$ cat config.mk
export PLATFORM = sky130hd
export DESIGN_NAME = line_fill_sequencer_flat
export DESIGN_NICKNAME = d
export VERILOG_FILES = /design/src/rtl/line_fill_pkg.sv /design/src/rtl/line_fill_sequencer_if.sv /design/src/rtl/line_fill_beat_ctr.sv /design/src/rtl/line_fill_sequencer.sv /design/src/flat_wrapper.sv
export SDC_FILE = /design/constraint.sdc
export NUM_CORES = 1
export LEC_CHECK = 0
export CORE_MARGIN = 3
export CORE_UTILIZATION = 64
export CTS_BUF_LIST = sky130_fd_sc_hd__clkbuf_2
export DETAILED_ROUTE_END_ITERATION = 10
export DONT_BUFFER_PORTS = 1
export PLACE_DENSITY = 0.8
export SETUP_SLACK_MARGIN = 0.15
export SYNTH_ARGS = -nofsm -noshare
export SYNTH_HDL_FRONTEND = slang
export SYNTH_SLANG_ARGS = --single-unit
$ cat constraint.sdc
create_clock -name ap_clk -period 2.1 [get_ports ap_clk]
set_clock_uncertainty 0.05 [all_clocks]
set_input_delay 0.42 -clock ap_clk [delete_from_list [all_inputs] [get_ports ap_clk]]
set_output_delay 0.42 -clock ap_clk [all_outputs]
set_load 0.02 [all_outputs]
$ cat src/rtl/line_fill_pkg.sv
// Shared types and width helpers for the line-fill sequencer slice.
package line_fill_pkg;

  typedef enum logic [1:0] {
    IDLE = 2'd0,
    REQ  = 2'd1,
    WAIT = 2'd2,
    DONE = 2'd3
  } fill_state_e;

  // log2 of backend beats per line, given frontend word-offset bits and word widths.
  function automatic int calc_line2mem_w(input int word_off_w, input int fe_data_w,
                                         input int be_data_w);
    return word_off_w - $clog2(be_data_w / fe_data_w);
  endfunction

endpackage

$ cat src/rtl/line_fill_sequencer_if.sv
// Miss, read-channel and data-memory signals of the line-fill sequencer.
interface line_fill_sequencer_if
  import line_fill_pkg::*;
#(
  parameter int ADDR_W    = 32,
  parameter int BE_DATA_W = 32,
  parameter int BYTE_W    = $clog2(BE_DATA_W / 8),
  parameter int L2M_W     = calc_line2mem_w(3, 32, BE_DATA_W)
);
  logic                   miss_valid;
  logic [ADDR_W-1:0]      miss_addr;
  logic                   fill_busy;
  logic                   fill_done;
  logic                   replace_valid;
  logic [ADDR_W-1:BYTE_W] replace_addr;
  logic                   replace;
  logic                   read_valid;
  logic [BE_DATA_W-1:0]   read_rdata;
  logic                   dmem_we;
  logic [L2M_W-1:0]       dmem_addr;
  logic [BE_DATA_W-1:0]   dmem_wdata;

  // Sequencer view.
  modport slave (
    input  miss_valid, miss_addr, replace, read_valid, read_rdata,
    output fill_busy, fill_done, replace_valid, replace_addr, dmem_we, dmem_addr, dmem_wdata
  );

  // Cache controller / read channel / memory view.
  modport master (
    output miss_valid, miss_addr, replace, read_valid, read_rdata,
    input  fill_busy, fill_done, replace_valid, replace_addr, dmem_we, dmem_addr, dmem_wdata
  );
endinterface

$ cat src/rtl/line_fill_beat_ctr.sv
// Beat index (wrapping position in the line) and beat count (beats completed) for one fill.
module line_fill_beat_ctr #(
  parameter int W = 3
) (
  input  logic         clk,
  input  logic         rst_n,
  input  logic         load,
  input  logic         inc,
  input  logic [W-1:0] load_idx,
  output logic [W-1:0] beat_idx,
  output logic         last
);
  logic [W-1:0] beat_idx_q, beat_idx_d;
  logic [W-1:0] beat_cnt_q, beat_cnt_d;

  // The index wraps modulo 2**W by plain overflow, which gives the critical-word-first order.
  always_comb begin
    beat_idx_d = beat_idx_q;
    beat_cnt_d = beat_cnt_q;
    if (load) begin
      beat_idx_d = load_idx;
      beat_cnt_d = '0;
    end else if (inc) begin
      beat_idx_d = beat_idx_q + W'(1);
      beat_cnt_d = beat_cnt_q + W'(1);
    end
  end

  always_ff @(posedge clk or negedge rst_n) begin
    if (!rst_n) begin
      beat_idx_q <= '0;
      beat_cnt_q <= '0;
    end else begin
      beat_idx_q <= beat_idx_d;
      beat_cnt_q <= beat_cnt_d;
    end
  end

  assign beat_idx = beat_idx_q;
  assign last     = (beat_cnt_q == '1);
endmodule

$ cat src/rtl/line_fill_sequencer.sv
// Cache line-fill sequencer: one single-beat read per backend word, written to dmem by beat index.
// Optional build macro LINE_FILL_CRITICAL_WORD_FIRST_EN starts the fill at the missing beat.
module line_fill_sequencer
  import line_fill_pkg::*;
#(
  parameter int CACHE_FRONTEND_ADDR_W = 32,
  parameter int CACHE_FRONTEND_DATA_W = 32,
  parameter int CACHE_WORD_OFF_W      = 3,
  parameter int CACHE_BACKEND_DATA_W  = 32,
  parameter int CACHE_BACKEND_BYTE_W  = $clog2(CACHE_BACKEND_DATA_W / 8),
  parameter int CACHE_LINE2MEM_W      = calc_line2mem_w(CACHE_WORD_OFF_W,
                                          CACHE_FRONTEND_DATA_W, CACHE_BACKEND_DATA_W)
) (
  input logic            ap_clk,
  input logic            ap_rst_n,
  line_fill_sequencer_if.slave bus
);
  localparam int ADDR_W = CACHE_FRONTEND_ADDR_W;
  localparam int BYTE_W = CACHE_BACKEND_BYTE_W;
  localparam int L2M_W  = CACHE_LINE2MEM_W;
  localparam int TAG_W  = ADDR_W - L2M_W - BYTE_W;

  fill_state_e      state_q, state_d;
  logic [TAG_W-1:0] line_tag_q, line_tag_d;
  logic             ctr_load, ctr_inc, ctr_last;
  logic [L2M_W-1:0] start_beat, beat_idx;

`ifdef LINE_FILL_CRITICAL_WORD_FIRST_EN
  assign start_beat = bus.miss_addr[L2M_W+BYTE_W-1:BYTE_W];
  logic unused_addr_bits;
  assign unused_addr_bits = ^bus.miss_addr[BYTE_W-1:0];
`else
  assign start_beat = '0;
  logic unused_addr_bits;
  assign unused_addr_bits = ^bus.miss_addr[L2M_W+BYTE_W-1:0];
`endif

  line_fill_beat_ctr #(.W(L2M_W)) u_beat_ctr (
    .clk      (ap_clk),
    .rst_n    (ap_rst_n),
    .load     (ctr_load),
    .inc      (ctr_inc),
    .load_idx (start_beat),
    .beat_idx (beat_idx),
    .last     (ctr_last)
  );

  // NOTE: state flops use non-blocking assignments so every flop samples pre-edge values.
  always_ff @(posedge ap_clk or negedge ap_rst_n) begin
    if (!ap_rst_n) begin
      state_q    <= IDLE;
      line_tag_q <= '0;
    end else begin
      state_q    <= state_d;
      line_tag_q <= line_tag_d;
    end
  end

  // NOTE: every comb output gets a default first, so no path can infer a latch.
  always_comb begin
    state_d    = state_q;
    line_tag_d = line_tag_q;
    ctr_load   = 1'b0;
    ctr_inc    = 1'b0;
    case (state_q)
      IDLE: if (bus.miss_valid) begin
        line_tag_d = bus.miss_addr[ADDR_W-1 -: TAG_W];
        ctr_load   = 1'b1;
        state_d    = REQ;
      end
      REQ:  if (bus.replace) state_d = WAIT;
      // replace falling marks a completed transaction; retried beats never advance the index.
      WAIT: if (!bus.replace) begin
        if (ctr_last) begin
          state_d = DONE;
        end else begin
          ctr_inc = 1'b1;
          state_d = REQ;
        end
      end
      DONE: state_d = IDLE;
      default: state_d = IDLE;
    endcase
  end

  always_comb begin
    bus.fill_busy     = (state_q == REQ) || (state_q == WAIT);
    bus.fill_done     = (state_q == DONE);
    bus.replace_valid = (state_q == REQ);
    bus.replace_addr  = '0;
    bus.dmem_we       = 1'b0;
    bus.dmem_addr     = '0;
    bus.dmem_wdata    = '0;
    if (state_q == REQ) bus.replace_addr = {line_tag_q, beat_idx};
    if ((state_q == WAIT) && bus.read_valid && bus.replace) begin
      bus.dmem_we    = 1'b1;
      bus.dmem_addr  = beat_idx;
      bus.dmem_wdata = bus.read_rdata;
    end
  end
endmodule

$ cat src/flat_wrapper.sv
// flat-port wrapper written by rule: the top's interface ports become plain ports
module line_fill_sequencer_flat import line_fill_pkg::*;
#(
  parameter int CACHE_FRONTEND_ADDR_W = 32,
  parameter int CACHE_FRONTEND_DATA_W = 32,
  parameter int CACHE_WORD_OFF_W      = 3,
  parameter int CACHE_BACKEND_DATA_W  = 32,
  parameter int CACHE_BACKEND_BYTE_W  = $clog2(CACHE_BACKEND_DATA_W / 8),
  parameter int CACHE_LINE2MEM_W      = calc_line2mem_w(CACHE_WORD_OFF_W,
                                          CACHE_FRONTEND_DATA_W, CACHE_BACKEND_DATA_W)
)
  (ap_clk, ap_rst_n, bus_miss_valid, bus_miss_addr, bus_replace, bus_read_valid, bus_read_rdata, bus_fill_busy, bus_fill_done, bus_replace_valid, bus_replace_addr, bus_dmem_we, bus_dmem_addr, bus_dmem_wdata);
  line_fill_sequencer_if #(.ADDR_W(32), .BE_DATA_W(32), .BYTE_W(2), .L2M_W(3)) bus_i ();
  input logic ap_clk;
  input logic ap_rst_n;
  input wire logic [$bits(bus_i.miss_valid)-1:0] bus_miss_valid;
  input wire logic [$bits(bus_i.miss_addr)-1:0] bus_miss_addr;
  input wire logic [$bits(bus_i.replace)-1:0] bus_replace;
  input wire logic [$bits(bus_i.read_valid)-1:0] bus_read_valid;
  input wire logic [$bits(bus_i.read_rdata)-1:0] bus_read_rdata;
  output wire logic [$bits(bus_i.fill_busy)-1:0] bus_fill_busy;
  output wire logic [$bits(bus_i.fill_done)-1:0] bus_fill_done;
  output wire logic [$bits(bus_i.replace_valid)-1:0] bus_replace_valid;
  output wire logic [$bits(bus_i.replace_addr)-1:0] bus_replace_addr;
  output wire logic [$bits(bus_i.dmem_we)-1:0] bus_dmem_we;
  output wire logic [$bits(bus_i.dmem_addr)-1:0] bus_dmem_addr;
  output wire logic [$bits(bus_i.dmem_wdata)-1:0] bus_dmem_wdata;
  assign bus_i.miss_valid = bus_miss_valid;
  assign bus_i.miss_addr = bus_miss_addr;
  assign bus_i.replace = bus_replace;
  assign bus_i.read_valid = bus_read_valid;
  assign bus_i.read_rdata = bus_read_rdata;
  assign bus_fill_busy = bus_i.fill_busy;
  assign bus_fill_done = bus_i.fill_done;
  assign bus_replace_valid = bus_i.replace_valid;
  assign bus_replace_addr = bus_i.replace_addr;
  assign bus_dmem_we = bus_i.dmem_we;
  assign bus_dmem_addr = bus_i.dmem_addr;
  assign bus_dmem_wdata = bus_i.dmem_wdata;
  line_fill_sequencer #(.CACHE_FRONTEND_ADDR_W(CACHE_FRONTEND_ADDR_W), .CACHE_FRONTEND_DATA_W(CACHE_FRONTEND_DATA_W), .CACHE_WORD_OFF_W(CACHE_WORD_OFF_W), .CACHE_BACKEND_DATA_W(CACHE_BACKEND_DATA_W), .CACHE_BACKEND_BYTE_W(CACHE_BACKEND_BYTE_W), .CACHE_LINE2MEM_W(CACHE_LINE2MEM_W)) u_core (.ap_clk(ap_clk), .ap_rst_n(ap_rst_n), .bus(bus_i));
endmodule
==> flow_summary_export.csv <==
group,metric,value,unit
global_route,grt_pass1_vias,1476,
timing,layout_min_cycle_time,1.99,ns
timing,drv_slew,0,
global_route,grt_first_pass_wirelength,7.97,mm
place,portBuffers,0,
run,maxCapViolations,0,
clocking,clk_latency,0.37,ns
floorplan,fp.coreArea,3080,sq um
worst_setup_path,cp-end-kind,"output pin",
drt,drtIter0Drc,29,
final_layout,area_delta_synth_final,22.6,%
floorplan,die_y,63,um
global_route,top_usage_layer,"met2",
floorplan,die_area,3970,sq um
worst_hold_path,hp-class,"input pin to flop",
floorplan,io_pins,138,
drt,vias_per_cell,5.88,
timing,maxSlewHeadroom,0.654,
timing,max_freq,0.503,GHz
global_route,grtUsageMet3,0.106,
timing,setup_tns,0,ns
worst_setup_path,required,1.63,ns
global_route,grtUsageTotal,0.257,
synthesis,synth_cell_type_count,21,
worst_setup_path,worst_ep_arrival_time,1.52,ns
floorplan,die_w,63,um
pwr,power.total,3.90,mW
timing,tightest_slew,0.519,ns
drt,vias,1406,
drt,drc,0,
drt,dr.pass1.iters,4,
clocking,cts-root-buf,"clkbuf_2",
synthesis,syn_area_per_cell,12.0,sq um
synthesis,yosysWarnings,0,
clocking,cts_buffers,5,
timing,hold_viol,0,
worst_setup_path,worstSetupPathType,"flop to output pin",
worst_setup_path,crit_path_max_fanout,10,
global_route,grt_max_degree,36,
clocking,clkTransAtPathRegs,0.19,ns
drt,ant_nets,0,
drt,post_drt_wl_per_cell,22.4,um
timing,setup_violations,0,
synthesis,synth-seq-cells,35,
floorplan,rows,20,
worst_setup_path,cp-start-kind,"flop",
synthesis,syn-num-nets,251,
timing,rsz0062_at_grt,"true",
final_layout,nets,272,
drt,routed_wl,5.35,mm
global_route,overflow,0,
worst_setup_path,rrSetupSlack,0.24,ns
timing,fin_crit_sh,0.946,
pwr,ir_worst_vdd,1010,uV
global_route,antenna_found_initial,0,
clocking,cts_tree,"done",
place,hpwlAfterDp,3.15,mm
pwr,powerDensity,1530,nW/um^2
global_route,grt.met1_usage,0.275,
outcome,outcome,"complete, no violations",
clocking,cts_max_path_buffers,2,
final_layout,fillers,172,
clocking,clock_sinks,35,
pwr,p_leak,1.21,nW
floorplan,start_util,0.676,
synthesis,postSynthCellCount,173,
clocking,htree_levels,2,
final_layout,antenna_cells,0,
global_route,gr-usage-met2,0.464,
place,place_congestion,0.638,
synthesis,syn_area,2080,sq um
synthesis,ys_seq_area_frac,0.421,
final_layout,drive_gt1_frac,0.687,
final timing paths:
path	from	end	depth (start not counted)
worst max-delay path	u_core.state_q[0]	bus_dmem_wdata[31]	4
worst min-delay path	bus_miss_addr[11]	u_core.line_tag_q[6]	1
worst max register to register	u_core.state_q[1]	u_core.line_tag_q[26]	5
worst min register to register	u_core.line_tag_q[17]	u_core.line_tag_q[17]	1
max in group asynchronous	ap_rst_n	u_core.state_q[1]	2
min in group asynchronous	ap_rst_n	u_core.u_beat_ctr.beat_cnt_q[1]	2
logic make-up (layout without fill, tap and decap cells):
kind of cell,Yosys count,in the layout,share of synthesized area
AO/OA/AOI/OAI,4,4,0.0126
XOR/XNOR,3,3,0.0126
adder cells (fa/ha/maj),9,9,0.0542
buffers and inverters,13,28,0.0523
flip-flops,35,35,0.421
multiplexers,31,31,0.209
AND/OR/NAND/NOR,78,85,0.238
repair_timing:
item | 4_1_cts | 5_1_grt
gates resized for setup | 147 | 2
hold buffers | 2 | 0
buffers inserted | 3 | 4
gates cloned | 7 | 4
setup endpoints to repair | 66 | 66
hold endpoints to repair | 35 | 0
pin swaps | 2 | 1
worst max-delay path: stages, from the launching register on:
cell,delay (ns)
dfrtp_1,0.43
inv_2,0.09
ha_4,0.20
and3_2,0.24
and2_4,0.19
area by class of cell:
type / instances / area (sq um) / area share
inverters: 2 / 7.51 / 0.00295
clock inverters: 2 / 12.5 / 0.00491
well taps: 44 / 55.1 / 0.0216
clock buffers: 6 / 30.0 / 0.0118
repair buffers: 18 / 209 / 0.0820
flip-flops and latches: 35 / 877 / 0.344
multi-input cells: 132 / 1360 / 0.533
state kept, by name (all words and copies together), names as in the netlist:
register	flops
u_core.u_beat_ctr.beat_cnt_q	3
u_core.line_tag_q	27
u_core.u_beat_ctr.beat_idx	3
u_core.state_q	2
Yosys cell counts:
master / n / share of area
and2_1: 65 / 0.20
dfrtp_1: 35 / 0.42
mux2_4: 24 / 0.17
ha_1: 9 / 0.054
buf_6: 8 / 0.043
nor2_1: 5 / 0.0090
mux2i_1: 4 / 0.019
clkbuf_1: 3 / 0.0054
mux2_2: 3 / 0.016
xnor2_1: 3 / 0.013
a31oi_1: 2 / 0.0060
inv_1: 2 / 0.0036
nor2_2: 2 / 0.0060
a21oi_1: 1 / 0.0024
a41oi_1: 1 / 0.0042
and2_4: 1 / 0.0042
and3_2: 1 / 0.0036
and4bb_2: 1 / 0.0060
nand2_1: 1 / 0.0018
nand2b_1: 1 / 0.0030
nor3b_4: 1 / 0.0090
routing by layer:
metal / part of all wire / vias to the layer above
li1: - / 619
met1: 0.35 / 695
met2: 0.54 / 83
met3: 0.094 / 9
met4: 0.016 / 0
met5: 0 / -
through the flow:
step / area [sq um] / utilization / worst slack (ns) / hold WS [ns] / cells
CTS: 2450 / 0.795 / 0.135 / 0.117 / 231
floorplan: 2080 / - / 0.257 / 0.0744 / 173
finish: 2550 / 0.828 / 0.114 / 0.126 / 239
global route: 2550 / 0.828 / 0.0220 / 0.0645 / 239
detailed placement: 2070 / 0.673 / 0.140 / 0.0754 / 211
global placement: 2070 / 0.673 / 0.193 / 0.0753 / 211
power breakdown:
part	switching, mW	internal [mW]
logic	1.10	1.27
registers	0.224	1.00
clock network	0.227	0.0861
total	1.55	2.35
placed cells by master, fill, tap and decap left out, types with 4 or more instances in the layout:
cell and n:
buf_4 10, and3_4 6, nor2_1 5, dfrtp_1 34, mux2_4 24, mux2i_1 4
clkbuf_2 6, and2_4 66, ha_1 7
Note: power is estimated with default switching activity, not from simulation.
